--- config.mk ---
export PLATFORM = sky130hd
export DESIGN_NAME = fetch_stage
export DESIGN_NICKNAME = d
export VERILOG_FILES = /design/src/rtl/fetch_pkg.sv /design/src/rtl/fetch_stage.sv
export SDC_FILE = /design/constraint.sdc
export NUM_CORES = 1
export LEC_CHECK = 0
export CORE_ASPECT_RATIO = 0.75
export CORE_MARGIN = 1.5
export CORE_UTILIZATION = 40
export CTS_CLUSTER_SIZE = 12
export DETAILED_ROUTE_END_ITERATION = 16
export HOLD_SLACK_MARGIN = 0.12
export MAX_ROUTING_LAYER = met4
export PLACE_DENSITY = 0.69
export SETUP_SLACK_MARGIN = 0.2
export SLEW_MARGIN = 20
export SYNTH_ARGS = -nofsm -noshare
export SYNTH_HDL_FRONTEND = slang
export SYNTH_SLANG_ARGS = --single-unit
--- constraint.sdc ---
create_clock -name clk -period 3.4 [get_ports clk]
set_input_delay 0.68 -clock clk [delete_from_list [all_inputs] [get_ports clk]]
set_output_delay 0.68 -clock clk [all_outputs]
set_load 0.01 [all_outputs]
--- src/rtl/fetch_pkg.sv ---
// Shared types and defaults for the instruction-fetch stage.
package fetch_pkg;

    typedef enum logic [1:0] {
        IDLE  = 2'd0,
        REQ   = 2'd1,
        HOLD  = 2'd2,
        DRAIN = 2'd3
    } fetch_state_t;

    localparam int FETCH_PC_STEP = 4;

endpackage

--- src/rtl/fetch_stage.sv ---
// Instruction-fetch stage: owns the PC, issues one-outstanding imem requests,
// buffers a fetched instruction across stalls and drains stale responses after redirects.
module fetch_stage
    import fetch_pkg::*;
#(
    parameter int               WIDTH    = 32,
    parameter logic [WIDTH-1:0] RESET_PC = '0,
    parameter int               PC_STEP  = FETCH_PC_STEP
) (
    input  logic             clk,
    input  logic             rst,
    input  logic             stall,
    input  logic             redirect,
    input  logic [WIDTH-1:0] redirect_pc,
    output logic             imem_req,
    output logic [WIDTH-1:0] imem_addr,
    input  logic             imem_ack,
    input  logic [WIDTH-1:0] imem_rdata,
    output logic [WIDTH-1:0] if_pc,
    output logic [WIDTH-1:0] if_instr,
    output logic             if_valid,
    output logic             if_flush
);

    fetch_state_t     state_reg, state_next;
    logic [WIDTH-1:0] pc_reg, pc_next;
    logic [WIDTH-1:0] drain_addr_reg, drain_addr_next;
    logic [WIDTH-1:0] hold_pc_reg, hold_instr_reg;
    logic             hold_load;
    logic [WIDTH-1:0] pc_inc;

    // Wraps modulo 2^WIDTH by construction.
    assign pc_inc = pc_reg + WIDTH'(PC_STEP);

    assign imem_req  = (state_reg == REQ) || (state_reg == DRAIN);
    assign imem_addr = (state_reg == DRAIN) ? drain_addr_reg : pc_reg;
    assign if_valid  = ((state_reg == REQ) && imem_ack) || (state_reg == HOLD);
    assign if_pc     = (state_reg == HOLD) ? hold_pc_reg    : pc_reg;
    assign if_instr  = (state_reg == HOLD) ? hold_instr_reg : imem_rdata;
    assign if_flush  = redirect | ~if_valid;

    always_comb begin
        state_next      = state_reg;
        pc_next         = pc_reg;
        drain_addr_next = drain_addr_reg;
        hold_load       = 1'b0;
        unique case (state_reg)
            IDLE: state_next = REQ;
            REQ: begin
                if (redirect) begin
                    pc_next = redirect_pc;
                    if (!imem_ack) begin
                        // The unacked request must still complete before the target is fetched.
                        drain_addr_next = pc_reg;
                        state_next      = DRAIN;
                    end
                end else if (imem_ack) begin
                    if (stall) begin
                        hold_load  = 1'b1;
                        state_next = HOLD;
                    end else begin
                        pc_next = pc_inc;
                    end
                end
            end
            HOLD: begin
                if (redirect) begin
                    pc_next    = redirect_pc;
                    state_next = REQ;
                end else if (!stall) begin
                    pc_next    = pc_inc;
                    state_next = REQ;
                end
            end
            DRAIN: begin
                if (redirect) begin
                    pc_next = redirect_pc;
                end
                if (imem_ack) begin
                    state_next = REQ;
                end
            end
            default: state_next = IDLE;
        endcase
    end

    always_ff @(posedge clk) begin
        if (rst) begin
            state_reg      <= IDLE;
            pc_reg         <= RESET_PC;
            drain_addr_reg <= '0;
            hold_pc_reg    <= '0;
            hold_instr_reg <= '0;
        end else begin
            state_reg      <= state_next;
            pc_reg         <= pc_next;
            drain_addr_reg <= drain_addr_next;
            if (hold_load) begin
                hold_pc_reg    <= pc_reg;
                hold_instr_reg <= imem_rdata;
            end
        end
    end

endmodule

[After elaboration in Yosys (flattened, before gate mapping)]
Cells that the tools add are included.
Storage, ports and cells
  flip-flop bits (word level): 130
  bits of input ports: 69
  output and inout bits: 99
  logic and storage cells: 47
Operators by class
  add/subtract/negate cells: 1
  equality and inequality tests: 9
  multiplexer cells: 21
  bitwise gates (word level): 3
  reductions and logical operators: 8
Operators by type and width (count)
  32-bit 2-to-1 mux: 8
  32-bit one-hot mux with 3 select lines: 1
  32-bit by 3-bit adder with 32-bit output (second input constant): 1
  2-bit 2-to-1 mux: 7
  3-bit inequality test (second input constant): 4
  2-bit one-hot mux with 4 select lines: 1
  3-bit AND reduction: 2
  5-bit AND reduction: 1
  2-bit equality test (second input constant): 2
  1-bit 2-to-1 mux: 4
  2-bit inequality test (second input constant): 2
  3-bit nonzero test: 1
  2-bit by 1-bit equality test with 1-bit output (second input constant): 1
  2-bit zero test: 1
  1-bit logical OR: 2
  1-bit NOT: 2
  1-bit logical AND: 1
  1-bit bitwise OR: 1

[Depth between registers and ports, before layout]
  depth in word-level cells: 5
  gate-level depth with buffers: 8
  gate-level depth less buffers: 6

[Worst setup path before layout]
No wires, ideal clock.
  path type: register to output
  start: register state_reg[0]
  end: output if_instr[0]
  arrival: 1.630 ns
  setup slack: 1.090 ns
  cell stages (with the launch flop): 6
  cell sequence: dfxtp_1 > buf_2 > nand2b_1 > clkbuf_1 > buf_2 > mux2_2
Between the ends
  longest elaborated chain between the ends: 2
Ends and longest elaborated chain
  from (decl): line fetch_stage.sv:25  | fetch_state_t state_reg, state_next;
  from (signal assigned): line fetch_stage.sv:95  | state_reg <= state_next;
  2-bit equality test: line fetch_stage.sv:39  | assign if_instr = (state_reg == HOLD) ? hold_instr_reg : imem_rdata;
  32-bit 2-to-1 mux: line fetch_stage.sv:39
  to (decl): line fetch_stage.sv:20  | output logic [WIDTH-1:0] if_instr,
Every way passes these cells.

[Worst setup path after layout]
  start: register state_reg[0]
  end: output imem_addr[16]
Between the ends
  longest elaborated chain between the ends: 2
Ends and longest elaborated chain
  2-bit equality test: line fetch_stage.sv:36  | assign imem_addr = (state_reg == DRAIN) ? drain_addr_reg : pc_reg;
  32-bit 2-to-1 mux: line fetch_stage.sv:36
  to (decl): line fetch_stage.sv:16  | output logic [WIDTH-1:0] imem_addr,
Every way passes these cells.

==> impl_metrics.toml <==
[grt]
grt_usage_pct = 24.1
grt_pass1_vias = 5935
gr-total-overflow = 0
grt_max_degree = 73
antenna_found_initial = 0
grt_pass1_wl_mm = 32.5

[floorplan]
dieHeight_um = 115
io_pins = 168
chipWidth_um = 152
rows = 40
die_area_um2 = 17400
start_util_pct = 41.2
core_area_um2 = 16200

[route]
drc = 0
drtAntennaViolNets = 0
drtIter0Drc = 552
viasPerCell = 5.35
first_pass_iters = 5
routedWlPerCell_um = 17.0
vias = 6314
wl_mm = 20.1

[clocking]
cts_hold_buf = 0
cts_root_buffer = "clkbuf_16"
clk_latency_ps = 420
h-tree-depth = 4
cts_tree = "done"
cts_resized = 0
clk_pin_slew_worst_paths_ps = 60
cts_buffer_depth = 2
postCtsSetupBuffers = 0
clock_sink_count = 130
cts_made_buffers = 17

[logic_synthesis]
async_flop_share_pct = 0
syn_area_um2 = 6660
ys_types = 53
yosysWarnings = 0
syn_nets = 906
synthCells = 836
synthTopCellsByCount = "nand2_1 (224), dfxtp_1 (130), a21oi_1 (127), mux2_2 (97), clkbuf_1 (45)"
synth_enable_flop_cells = 0
yosys.area.top_type_share_pct = 39.1
ys_seq_elements = 130
yosysTopAreaCell = "dfxtp_1"
avgSynthCellArea_um2 = 7.96
synthTopCellsByArea = "dfxtp_1 (39%), mux2_2 (16%), nand2_1 (13%)"
synth_most_common_cell = "nand2_1"
synth_flop_cell = "dfxtp_1"
ys_seq_area_share_pct = 39.1

[min_path]
min_path_type = "flop to flop"
holdPathStages = 2
holdCritStartpoint = "hold_pc_reg[15]"

[setup_path]
rr_startpoint = "pc_reg[2]"
crit_required_ps = 2720
worstSetupStartpoint = "state_reg[0]"
start_kind = "flop"
path_max_fanout = 14
crit_type = "flop to output pin"
cp-end-kind = "output pin"
reg2reg_depth = 6
critPathArrivalTime_ps = 2400

[timing]
finalSetupViolations = 0
max_freq_ghz = 0.325
rsz0062_at_grt = "no"
fin_ws_ps = 323
hold_viol_final = 0
slew_headroom_pct = 45.5
skew_ps = 6.37
hold_ws_ps = 452
tns_ps = 0
post-route-period-util_pct = 90.5
drv_slew = 0
fin_crit_ps = 3080
tightestPinTransition_ps = 818

[run_status]
outcome = "complete, no violations"

[placed_design]
numPortBuffers = 167
place_inst = 1148
gp_congestion = 0.881
placed_area_um2 = 8420
place_ws_ps = 414
dp_hpwl_mm = 13.2

[power]
p_clk_share_pct = 44.3
cellInternalPower_mw = 3.03
pwr-share-comb_pct = 15.4
power.density_nw_per_um2 = 454
pwr-share-seq_pct = 40.3
fin_total_pwr_mw = 4.09
switching_power_mw = 1.07
switching_share_pct = 26.1
ir_drop_mv = 0.285
leakagePower_nw = 3.18

[final_layout]
post-route-cell-area_um2 = 9010
synthToLayoutAreaGrowth_pct = 35.4
drive_gt1_share_pct = 16.4
diodes = 0
fin_nets = 1027
stdcell_count = 1180
finish.utilization_pct = 55.7

[flow_run]
max-cap-violations = 0
## layout make-up
type | instances | area (µm²)
inverters | 6 | 22.5
flip-flops and latches | 130 | 2600
well taps | 210 | 263
clock buffers | 19 | 453
fillers | 1484 | 7150
repair buffers | 182 | 1820
multi-input cells | 620 | 3710
clock inverters | 13 | 136
## path summary, 6_finish.rpt
kind / to / slack, ps
setup reg to reg: pc_reg[24] / 1150
setup / recovery: imem_addr[16] / 320
hold / removal: hold_pc_reg[15] / 450
hold reg to reg: hold_pc_reg[15] / 450
## power by group through the flow
stage / logic [mW] / registers [mW] / clock network, mW
3_5_place_dp: 0.627 / 1.68 / 0
2_1_floorplan: 0.339 / 1.63 / 0
4_1_cts: 0.633 / 1.65 / 1.84
6_report: 0.631 / 1.65 / 1.81
5_1_grt: 0.682 / 1.66 / 1.92
3_3_place_gp: 0.628 / 1.68 / 0
## cells by family (layout without fill, tap and decap cells)
logic type / after synthesis / after routing / share of synthesized area [%]
AO/OA/AOI/OAI: 200 / 200 / 17.3
XOR/XNOR: 1 / 1 / 0.132
adder cells (fa/ha/maj): 1 / 1 / 0.188
buffers and inverters: 86 / 220 / 5.53
flip-flops: 130 / 130 / 39.1
multiplexers: 98 / 98 / 16.6
AND/OR/NAND/NOR: 320 / 320 / 21.3
## routing by layer
layer	up-vias	track usage, %	share of wire [%]
li1	3139	-	-
met1	2932	33.4	48
met2	235	33.7	42
met3	8	8.78	9.5
met4	0	4.34	0.51
met5	-	-	0
## critical path: stages (launching register included)
cell,delay [ps]
dfxtp_1,300
buf_4,170
nand2_1,320
buf_4,300
mux2_2,350
clkdlybuf4s50_1,530
## placed cells by master, fill, tap and decap left out, types with 3 or more instances in the layout
cell,n
nand3b_1,3
buf_4,13
clkinv_2,3
o31ai_1,6
dfxtp_1,130
and3_1,14
nand4_1,9
inv_1,6
a311oi_1,3
clkbuf_16,17
a21o_1,3
o21ai_0,17
nand3_2,3
and2_1,3
nor3_1,6
nor4_1,5
nand3_1,12
a21oi_1,126
clkinvlp_4,7
nor2_1,26
buf_12,3
o22ai_1,12
mux2_2,97
clkdlybuf4s50_1,166
a211oi_1,11
nand2_1,224
Power figures use the tool's default switching activity.
==> RTL change: new RTL, same flow settings <==
Change the parameter `WIDTH` from 32 to 16.
--- a/src/rtl/fetch_stage.sv
+++ b/src/rtl/fetch_stage.sv
@@ -5,3 +5,3 @@
 #(
-    parameter int               WIDTH    = 32,
+    parameter int               WIDTH    = 16,
     parameter logic [WIDTH-1:0] RESET_PC = '0,
Interface: changed (5 resized); port bits go from 168 to 88. No check against the original RTL was run, so the function may have changed too.
==> RTL change against the unedited design <==
Routed wire length decreased by 54%; combinational power decreased by 49%; sequential cell count decreased by 64; final area decreased by 49%; largest cell class unchanged; synthesized area decreased by 49%; first-iteration DRC count decreased by 66%; total power decreased by 50%; critical endpoint is now if_pc[6]; setup slack improved by 0.15 ns.
==> RTL change: results (changes against the unedited design) <==
[outcome]
outcome=complete, no violations

[cells_and_area]
fill_cells=735  ; -50%
instances_no_fill=598  ; -49%
nNetsFinal=526  ; -49%
drive_above_1_share=0.162  ; -0.00165

[placement]
hpwl_mm=6.27  ; -52%
pre_cts_slack_ns=0.501  ; +0.0871 ns
gp_congestion=0.876  ; -0.55%
place_inst=582  ; -49%
io_buffers=87  ; -48%

[cts]
worstSkewPairLatency_ns=0.33  ; -0.09 ns
cts_buffers=9  ; -8
h-tree-depth=3  ; -1

[worst_setup_path]
rrSetupSlack_ns=1.41  ; +0.26 ns
slowest_stage=dfxtp_2
critPathMaxFanout=34  ; +20
cpPeakStageDelay_ns=0.48  ; -0.05 ns
critPathArrivalTime_ns=2.25  ; -0.15 ns
reg2reg_to=pc_reg[14]

[logic_synthesis]
ys_top_cells_by_area=dfxtp_1, mux2_2, nand2_1
ys_top_cells_by_count=nand2_1, dfxtp_1, a21oi_1, mux2_2, clkbuf_1
synth_compound_area_frac=0.179  ; +0.00618
synth.area.mux_share=0.168  ; +0.00245
synth_cell_types=45  ; -15%
synth_fa_ha_area_frac=0.00368  ; +0.00181
synth_nets=458  ; -49%
syn_inst=420  ; -50%
ys_seq_area_frac=0.389  ; -0.00181
synth_xor_area_frac=0  ; -0.00132

[global_routing]
gr-usage-met3=0.0515  ; -0.0363
met1_usage=0.296  ; -0.0374
grt_max_degree=45  ; -38%
grt_pass1_vias=2798  ; -53%
grt_use_met2=0.309  ; -0.0276
track_usage=0.214  ; -0.0277
grt_pass1_wl_mm=14.3  ; -56%

[drt]
drt-initial-drc-count=187  ; -66%
wl_met2_mm=4.04  ; -52%
m1WireLength_mm=4.44  ; -54%
wl_met3_um=628  ; -67%
wl_per_cell_um=15.4  ; -9.8%
via_count=3229  ; -49%

[worst_hold_path]
holdPathEnd=hold_instr_reg[7]
holdCritStartpoint=hold_instr_reg[7]
min_path_type=register to register

[timing]
slew_headroom=0.457  ; +0.00240
worst_hold_slack_ns=0.450  ; -0.00140 ns
skew_ns=0.00555  ; -0.000818 ns

[pwr]
leakage_nw=1.60  ; -50%
peakVddDrop_mv=0.291  ; +2.3%

[RTL change: cell types whose count changed in the layout (fill, tap and decap cells not counted), sizes merged, moves of 6 or more]
| cell | change |
|---|---|
| dfxtp | -64 |
| buf | -7 |
| o21ai | -6 |
| mux2 | -49 |
| nand3 | -8 |
| clkbuf | -9 |
| a21oi | -67 |
| clkinvlp | -6 |
| nand2 | -112 |
| nor2 | -18 |
| clkdlybuf4s50 | -80 |
| and3 | -14 |
[RTL change: worst max-delay path by stage]
stage / from / endpoint / slack, ns
final: state_reg[0] / if_pc[6] / 0.47
after floorplan: state_reg[0] / imem_addr[10] / 1.40
after detailed placement: redirect / if_flush / 0.50
after CTS: state_reg[0] / if_pc[5] / 0.31
after global routing: state_reg[0] / if_pc[5] / 0.34
after global placement: redirect / if_flush / 0.55
[RTL change: power breakdown]
group	internal, mW	switching [mW]
Sequential	0.797	0.0428
Clock	0.562	0.333
Combinational	0.178	0.143
Total	1.54	0.519
[RTL change: area by class of cell]
cell class                 count  share of cell area
clock buffer                  10              0.0502
inverter                       4             0.00329
timing repair buffer          95               0.203
sequential                    66               0.290
multi-input combinational    312               0.413
tap                          105              0.0288
clock inverter                 6              0.0126
[RTL change: through the flow]
stage | power, mW | area [sq um]
after floorplan | 1.01 | 3400
after global placement | 1.17 | 4280
after detailed placement | 1.18 | 4280
after CTS | 2.07 | 4560
after global routing | 2.14 | 4570
final | 2.06 | 4570
[RTL change: timing repair]
action / in CTS / in global routing
gates resized for setup: 0 / 1
buffers inserted: 0 / 0
endpoints found under the setup margin: 0 / 32
[RTL change: critical path, delay by kind of cell (launching register included)]
family	cells	cell delay, ns
buffers and inverters	2	0.87
DFF	1	0.48
muxes	1	0.41
and+or+nand+nor	1	0.14
